$ cat src/rtl/aes_pkg.sv
// rtl/aes_pkg.sv - shared widths and scheduler state encoding for the AES-256 front end
package aes_pkg;

  localparam int BLOCK_W = 128;
  localparam int KEY_W   = 256;

  typedef enum logic [1:0] {
    WAIT_SBOX = 2'd0,
    NO_KEY    = 2'd1,
    RUN       = 2'd2,
    DRAIN     = 2'd3
  } sched_state_t;

endpackage

$ cat src/rtl/aes_rsp_fifo.sv
// rtl/aes_rsp_fifo.sv - first-word-fall-through response FIFO with occupancy count
module aes_rsp_fifo #(
  parameter int WIDTH = 128,
  parameter int DEPTH = 8
) (
  input  logic                       clk,
  input  logic                       reset,
  input  logic                       wr_en,
  input  logic [WIDTH-1:0]           wr_data,
  input  logic                       rd_en,
  output logic [WIDTH-1:0]           rd_data,
  output logic [$clog2(DEPTH+1)-1:0] count,
  output logic                       full,
  output logic                       empty,
  output logic                       overflow
);

  localparam int AW = (DEPTH > 1) ? $clog2(DEPTH) : 1;
  localparam int CW = $clog2(DEPTH + 1);

  logic [WIDTH-1:0] mem [DEPTH];
  logic [AW-1:0]    wr_ptr;
  logic [AW-1:0]    rd_ptr;
  logic             do_wr;
  logic             do_rd;

  function automatic logic [AW-1:0] next_ptr(input logic [AW-1:0] p);
    return (p == AW'(DEPTH - 1)) ? '0 : p + 1'b1;
  endfunction

  assign empty    = (count == '0);
  assign full     = (count == CW'(DEPTH));
  assign do_rd    = rd_en & ~empty;
  // A pop in the same cycle frees the slot, so a full FIFO still accepts the write.
  assign do_wr    = wr_en & (~full | do_rd);
  assign overflow = wr_en & ~do_wr;
  assign rd_data  = empty ? '0 : mem[rd_ptr];

  always_ff @(posedge clk) begin
    if (do_wr) mem[wr_ptr] <= wr_data;
  end

  always_ff @(posedge clk or negedge reset) begin
    if (!reset) begin
      wr_ptr <= '0;
      rd_ptr <= '0;
      count  <= '0;
    end else begin
      if (do_wr) wr_ptr <= next_ptr(wr_ptr);
      if (do_rd) rd_ptr <= next_ptr(rd_ptr);
      case ({do_wr, do_rd})
        2'b10:   count <= count + 1'b1;
        2'b01:   count <= count - 1'b1;
        default: count <= count;
      endcase
    end
  end

endmodule

$ cat src/rtl/aes_enc_scheduler.sv
// rtl/aes_enc_scheduler.sv - issue, credit and key-change sequencing in front of the AES-256 pipeline
module aes_enc_scheduler
  import aes_pkg::*;
#(
  parameter int PIPE_LAT   = 106,
  parameter int FIFO_DEPTH = 8,
  parameter int CNT_W      = 8
) (
  input  logic               clk,
  input  logic               reset,
  input  logic               req_valid,
  output logic               req_ready,
  input  logic [BLOCK_W-1:0] req_data,
  input  logic               key_load,
  input  logic [KEY_W-1:0]   key_in,
  output logic               key_busy,
  output logic [BLOCK_W-1:0] core_in_data,
  output logic               core_in_ready,
  output logic [KEY_W-1:0]   core_key,
  input  logic               core_sbox_ready,
  input  logic [BLOCK_W-1:0] core_out_data,
  input  logic               core_out_ready,
  output logic               rsp_valid,
  input  logic               rsp_ready,
  output logic [BLOCK_W-1:0] rsp_data,
  output logic [CNT_W-1:0]   inflight,
  output logic               err_sticky
);

  localparam int FCNT_W = $clog2(FIFO_DEPTH + 1);

  if (CNT_W < $clog2(PIPE_LAT + FIFO_DEPTH + 1)) begin : g_cnt_w_check
    $error("CNT_W cannot hold PIPE_LAT + FIFO_DEPTH");
  end

  sched_state_t      state;
  sched_state_t      state_next;
  logic [FCNT_W-1:0] fifo_count;
  logic              fifo_full;
  logic              fifo_empty;
  logic              fifo_overflow;
  logic [CNT_W:0]    credit_sum;
  logic              credit_ok;
  logic              inflight_zero;
  logic              accept;
  logic              ret_ok;
  logic              load_key;
  logic              capture_shadow;
  logic              swap_key;
  logic              key_err;
  logic [KEY_W-1:0]  shadow_key;

  // inflight counts a block from its accept edge, so credit covers the issue pulse too.
  assign credit_sum    = {1'b0, inflight} + (CNT_W + 1)'(fifo_count);
  assign credit_ok     = credit_sum < (CNT_W + 1)'(FIFO_DEPTH);
  assign inflight_zero = (inflight == '0);
  assign accept        = req_valid & req_ready;
  assign ret_ok        = core_out_ready & ~inflight_zero;
  assign rsp_valid     = ~fifo_empty;

  always_ff @(posedge clk or negedge reset) begin
    if (!reset) state <= WAIT_SBOX;
    else        state <= state_next;
  end

  always_comb begin
    state_next = state;
    case (state)
      WAIT_SBOX: if (core_sbox_ready) state_next = NO_KEY;
      NO_KEY:    if (key_load) state_next = RUN;
      RUN: begin
        if (key_load)                              state_next = DRAIN;
        else if (!core_sbox_ready && inflight_zero) state_next = WAIT_SBOX;
      end
      DRAIN:     if (inflight_zero) state_next = RUN;
      default:   state_next = WAIT_SBOX;
    endcase
  end

  always_comb begin
    req_ready      = 1'b0;
    key_busy       = 1'b0;
    load_key       = 1'b0;
    capture_shadow = 1'b0;
    swap_key       = 1'b0;
    key_err        = 1'b0;
    case (state)
      WAIT_SBOX: key_err = key_load;
      NO_KEY: begin
        key_busy = 1'b1;
        load_key = key_load;
      end
      RUN: begin
        req_ready      = credit_ok & core_sbox_ready & ~key_load;
        capture_shadow = key_load;
      end
      DRAIN: begin
        key_busy = 1'b1;
        swap_key = inflight_zero;
        key_err  = key_load;
      end
      default: key_err = key_load;
    endcase
  end

  always_ff @(posedge clk or negedge reset) begin
    if (!reset) begin
      core_key      <= '0;
      shadow_key    <= '0;
      core_in_data  <= '0;
      core_in_ready <= 1'b0;
      inflight      <= '0;
      err_sticky    <= 1'b0;
    end else begin
      if (load_key)       core_key   <= key_in;
      if (capture_shadow) shadow_key <= key_in;
      if (swap_key)       core_key   <= shadow_key;
      if (accept)         core_in_data <= req_data;
      core_in_ready <= accept;
      case ({accept, ret_ok})
        2'b10:   inflight <= inflight + 1'b1;
        2'b01:   inflight <= inflight - 1'b1;
        default: inflight <= inflight;
      endcase
      if (key_err | (core_out_ready & inflight_zero) | fifo_overflow) err_sticky <= 1'b1;
    end
  end

  aes_rsp_fifo #(
    .WIDTH(BLOCK_W),
    .DEPTH(FIFO_DEPTH)
  ) u_rsp_fifo (
    .clk      (clk),
    .reset    (reset),
    .wr_en    (core_out_ready),
    .wr_data  (core_out_data),
    .rd_en    (rsp_ready),
    .rd_data  (rsp_data),
    .count    (fifo_count),
    .full     (fifo_full),
    .empty    (fifo_empty),
    .overflow (fifo_overflow)
  );

  logic unused_full;
  assign unused_full = fifo_full;

endmodule

$ cat config.mk
export PLATFORM = sky130hd
export DESIGN_NAME = aes_enc_scheduler
export DESIGN_NICKNAME = d
export VERILOG_FILES = /design/src/rtl/aes_pkg.sv /design/src/rtl/aes_rsp_fifo.sv /design/src/rtl/aes_enc_scheduler.sv
export SDC_FILE = /design/constraint.sdc
export NUM_CORES = 2
export LEC_CHECK = 0
export CORE_AREA = 4 4 400 402
export CTS_CLUSTER_DIAMETER = 100
export DETAILED_ROUTE_END_ITERATION = 6
export DIE_AREA = 0 0 404 406
export PLACE_DENSITY = 0.72
export SLEW_MARGIN = 20
export SYNTH_ARGS = -nofsm -noshare
export SYNTH_HDL_FRONTEND = slang
export SYNTH_SLANG_ARGS = --single-unit
$ cat constraint.sdc
create_clock -name clk -period 11.84 [get_ports clk]
set_input_delay 1.184 -clock clk [delete_from_list [all_inputs] [get_ports clk]]
set_output_delay 1.184 -clock clk [all_outputs]
set_load 0.03 [all_outputs]
; Word level (Yosys, flattened, before mapping)
; Memory sizes are Yosys's and may differ from the RTL's.
; Index checks and enable logic that the tools add are counted.
[totals]
in_bits = 519
ramBits = 1024
output_inout_bits = 525
ff_bits = 662
mem_count = 1
[op_classes]
bitwise = 16
muxes = 21
eq_ne = 14
order_cmp = 1
add_sub_neg = 7
reduce_logical = 11
[memory_table]
columns = memory, words, word_bits, rd, rd_ports_with_merged_regs, write_ports, line_no
row1 = u_rsp_fifo.mem, 8, 128, 1, 0, 1, aes_rsp_fifo.sv:21  ; logic [WIDTH-1:0] mem [DEPTH];
[ops]
columns = cell, n
row1 = $mux W256, 2
row2 = $mux W128, 1
row3 = $pmux W8 S2, 1
row4 = $mux W2, 5
row5 = $add A8 B4 Y9, 1
row6 = $lt A9 B4 Y1 const B, 1
row7 = $add A8 B1 Y8 const B, 1
row8 = $and A1 B1 Y1, 8
row9 = $eq A2 B2 Y1 const B, 4
row10 = $logic_not A8 Y1, 1
row11 = $mux W1, 8
row12 = $pmux W2 S4, 1
row13 = $pmux W4 S2, 1
row14 = $sub A8 B1 Y8 const B, 1
row15 = $add A3 B1 Y3 const B, 2
row16 = $eq A2 B1 Y1 const B, 3
row17 = $eq A3 B3 Y1 const B, 2
row18 = $mux W3, 2
row19 = $ne A2 B2 Y1 const B, 3
row20 = $reduce_bool A2 Y1, 3
row21 = $not A1 Y1, 5
row22 = $add A4 B1 Y4 const B, 1
row23 = $eq A4 B4 Y1 const B, 1
row24 = $logic_not A4 Y1, 1
row25 = 8 further kinds, 11

; Longest topological paths before layout
[depth]
depth_word = 8
depth_mapped = 13
depth_no_buf = 12

; Hierarchy
; A second synthesis with hierarchy kept.
[unflattened]
hier_cells = 3729
hier_area_um2 = 66807.8
[modules_own_cells]
columns = mod, area_each_um2, seq_area_each_um2, cells_each, instances
row1 = aes_rsp_fifo, 39576.7, 30999.7, 1697, 1
row2 = aes_enc_scheduler, 27231.1, 16315.6, 2032, 1

; Worst setup path after synthesis
; Ideal clock, no wire load.
[synth_timing]
path_kind = input -> register
from = in rsp_ready
to = mem u_rsp_fifo.mem[1][0] (enable)
cell_stages = 4
t_arrival_ns = 10.398
required_ns = 11.068
slack_ns = 0.670
path_cell_list = nand2b_1 -> o41ai_1 -> or2_2 -> nor3_1
[synth_via]
elab_chain_len = 5
[synth_rtl]
columns = item, line_no
row1 = from (decl), aes_enc_scheduler.sv:24  ; input logic rsp_ready,
row2 = $and A1 B1 Y1, aes_rsp_fifo.sv:33  ; assign do_rd = rd_en & ~empty;
row3 = $or A1 B1 Y1, aes_rsp_fifo.sv:35  ; assign do_wr = wr_en & (~full | do_rd);
row4 = $and A1 B1 Y1, aes_rsp_fifo.sv:35
row5 = $mux W1, aes_rsp_fifo.sv:40  ; if (do_wr) mem[wr_ptr] <= wr_data;
row6 = $mux W1 (implied by the code), aes_rsp_fifo.sv:40
row7 = to (decl), aes_rsp_fifo.sv:21
; Every way passes these cells.

; Worst setup path in the final report
[layout_timing]
from = reg u_rsp_fifo.rd_ptr[1]
to = out rsp_data[83]
[layout_via]
elab_chain_len = 2
[layout_rtl]
columns = item, line_no
row1 = from (decl), aes_rsp_fifo.sv:23  ; logic [AW-1:0] rd_ptr;
row2 = from (signal assigned), aes_rsp_fifo.sv:50  ; if (do_rd) rd_ptr <= next_ptr(rd_ptr);
row3 = $mem_v2 Z8 W128, --
row4 = $mux W128, aes_rsp_fifo.sv:37  ; assign rd_data = empty ? '0 : mem[rd_ptr];
row5 = to (decl), aes_enc_scheduler.sv:25  ; output logic [BLOCK_W-1:0] rsp_data,
; Every way passes these cells.

==> reports/metrics.yaml <==
synth:
  syn_avg_cell_area_um2: 16.5
  synth_nets: 4546
  synth-edff-count: 1024
  ys_async_sr_fraction: 0.393
  synth_seq_area_share: 0.715
  synth_ff_type: "edfxtp_1"
  synthTopCellsByCount: "edfxtp_1 (1024), dfrtp_1 (662), nand2_1 (526)"
  netlist.area_leader.share: 0.465
  synthDistinctLibCells: 48
  yosys-top-cells-area: "edfxtp_1 (46%), dfrtp_1 (25%), mux4_2 (8.7%)"
  synthesis.area_um2: 66100
  synth_largest_area_cell: "edfxtp_1"
  yosys_warnings: 0
  synth.most_common_cell: "edfxtp_1"
  syn_inst: 4003
  ys_ff_latch: 1686
floorplanning:
  die_h_um: 406
  die_area_um2: 164000
  die_x_um: 404
  initial_core_util: 0.424
  num_rows: 145
  core_area_um2: 156000
  io_pins: 1044
clocking:
  htreeDepth: 4
  cts_setup_buffers: 0
  cts_sinks: 1686
  holdBufCountCts: 0
  cts_tree: "built"
  path_clk_slew_ns: 0.06
  clkLatencyLatePin_ns: 0.79
  clock_path_buffers: 3
  cts_resized: 0
  cts_root_buf: "clkbuf_16"
  numCtsBuffers: 171
placement:
  hpwl_um: 133000
  numPortBuffers: 1043
  gp_congestion: 0.882
  dp_slack_ns: 6.24
route:
  antenna_left: 0
  routed_via_density: 5.41
  drt-initial-drc-count: 3956
  wl_um: 199000
  wire_per_inst_um: 27.2
  drc_errors: 0
  first_pass_iters: 7
  num_vias: 39600
sta:
  setup_viol: 0
  period_minus_slack_ns: 6.06
  slew_viol_final: 0
  fin_ws_ns: 5.78
  tightest_slew_ns: 1.31
  finalHoldViolCount: 0
  fin_crit_sh: 0.512
  rsz0062_at_grt: "false"
  fin_worst_skew_ns: 0.0781
  slew_headroom: 0.129
  tns_ns: 0
  fmax_mhz: 165
final_layout:
  area_delta_synth_final_pct: 27.9
  fillers: 12300
  seq_area_um2: 47300
  drive_gt1_frac: 0.185
  multi_input_area_um2: 17800
  nNetsFinal: 5559
critical_path:
  regToRegSetupSlack_ns: 7.12
  reg2reg_depth: 10
  r2r-start: "inflight[3]"
  cp-start-kind: "register"
  rr_endpoint: "inflight[7]"
  worstSetupPathType: "register to primary output"
  end_kind: "primary output"
  cp_max_fo: 157
  cp.arrival_ns: 4.88
  worstPathRequired_ns: 10.66
power:
  combPwrFrac: 0.390
  p_int_uw: 14600
  leakage_uw: 0.0320
  p_seq_frac: 0.376
  vdd_drop_max_v: 0.000279
  power_density_nw_per_um2: 269
  p_sw_frac: 0.358
  clkPwrFrac: 0.234
  power.net_switching_uw: 8140
grt:
  grt_max_degree: 163
  overflow: 0
  grt_pass1_wl_um: 281000
  antenna_found_initial: 147
  grt_pass1_vias: 39500
  grt_usage: 0.236
hold_path:
  hp-class: "input port to asynchronous set/reset pin"
job:
  cap_violations: 0
status:
  status: "finished clean"
## worst max-delay path by stage
stage                         start  depth (start not counted)                    to
3_3_place_gp        core_sbox_ready                         10           inflight[7]
5_1_grt        u_rsp_fifo.rd_ptr[1]                          6          rsp_data[74]
6_report       u_rsp_fifo.rd_ptr[1]                          6          rsp_data[83]
2_1_floorplan             rsp_ready                          4  u_rsp_fifo.mem[1][0]
3_5_place_dp        core_sbox_ready                         10           inflight[7]
4_1_cts        u_rsp_fifo.rd_ptr[1]                          6          rsp_data[83]
## flip-flops by register name, indices dropped and copies added (netlist names)
signal	flops
core_in_data	128
core_in_ready	1
core_key	256
err_sticky	1
inflight	8
shadow_key	256
state	2
u_rsp_fifo.count	4
u_rsp_fifo.mem	1024
u_rsp_fifo.rd_ptr	3
u_rsp_fifo.wr_ptr	3
## logic make-up after synthesis
kind of cell,share of synthesized area
multiplexers,0.179
flip-flops,0.715
AND/OR/NAND/NOR,0.0551
adder cells (fa/ha/maj),0.00477
AO/OA/AOI/OAI,0.0290
buffers and inverters,0.0166
XOR/XNOR,0.000662
## power groups by stage
stage               logic [uW]  clock network [uW]  registers, uW
global route              9360                5700           8690
floorplan                 4420                   0           9520
detailed placement        8880                   0           8640
finish                    8850                5330           8550
CTS                       8930                5440           8530
global placement          8800                   0           8550
## metal layers
metal  global-route usage  wire (um)  vias up
met1                0.274      71700    20400
li1                     -          -    17100
met4                0.121       8940       48
met3                0.116      23600      416
met5                    0        317        -
met2                0.365      94400     1591
## per-stage QoR
stage                     hold WS (ns)  total power, uW  std cells   util  area [um^2]
after CTS                        0.442            22900       7220  0.541        84400
after floorplan                  0.478            13900       4003      -        66100
after global placement           0.487            17400       6901  0.505        78700
after global routing             0.459            23700       7276  0.542        84500
after detailed placement         0.484            17500       6901  0.505        78700
final                            0.456            22700       7307  0.542        84600
## worst max-delay path, stage by stage (launching register included)
cell	delay, ns
dfrtp_4	0.79
buf_4	0.86
buf_12	0.68
mux4_2	0.38
mux2i_1	0.08
nor2_1	0.28
clkdlybuf4s50_1	0.76
## final cells by class
type,count,share of cell area
clock inverter,74,0.00945
timing repair buffer,1085,0.129
clock buffer,245,0.0570
inverter,18,0.000799
multi-input combinational,2054,0.211
antenna,87,0.00257
tap,2058,0.0304
sequential,1686,0.560
## layout by cell type (no fill, tap or decap), types with 9 or more instances in the layout
| cell type | instances |
|---|---|
| ha_1 | 22 |
| mux2i_1 | 130 |
| clkinv_2 | 27 |
| o21ai_0 | 9 |
| mux2_2 | 288 |
| inv_1 | 18 |
| nand2_1 | 524 |
| a21oi_1 | 10 |
| clkbuf_1 | 51 |
| mux2_4 | 100 |
| clkbuf_16 | 174 |
| mux4_2 | 256 |
| clkdlybuf4s50_1 | 1042 |
| diode_2 | 87 |
| clkinv_16 | 9 |
| buf_4 | 27 |
| clkinv_1 | 20 |
| nor2_1 | 391 |
| clkbuf_8 | 20 |
| edfxtp_1 | 1024 |
| buf_12 | 14 |
| a31oi_1 | 256 |
| dfrtp_1 | 659 |
No activity file was read; power rests on OpenSTA's default activity.
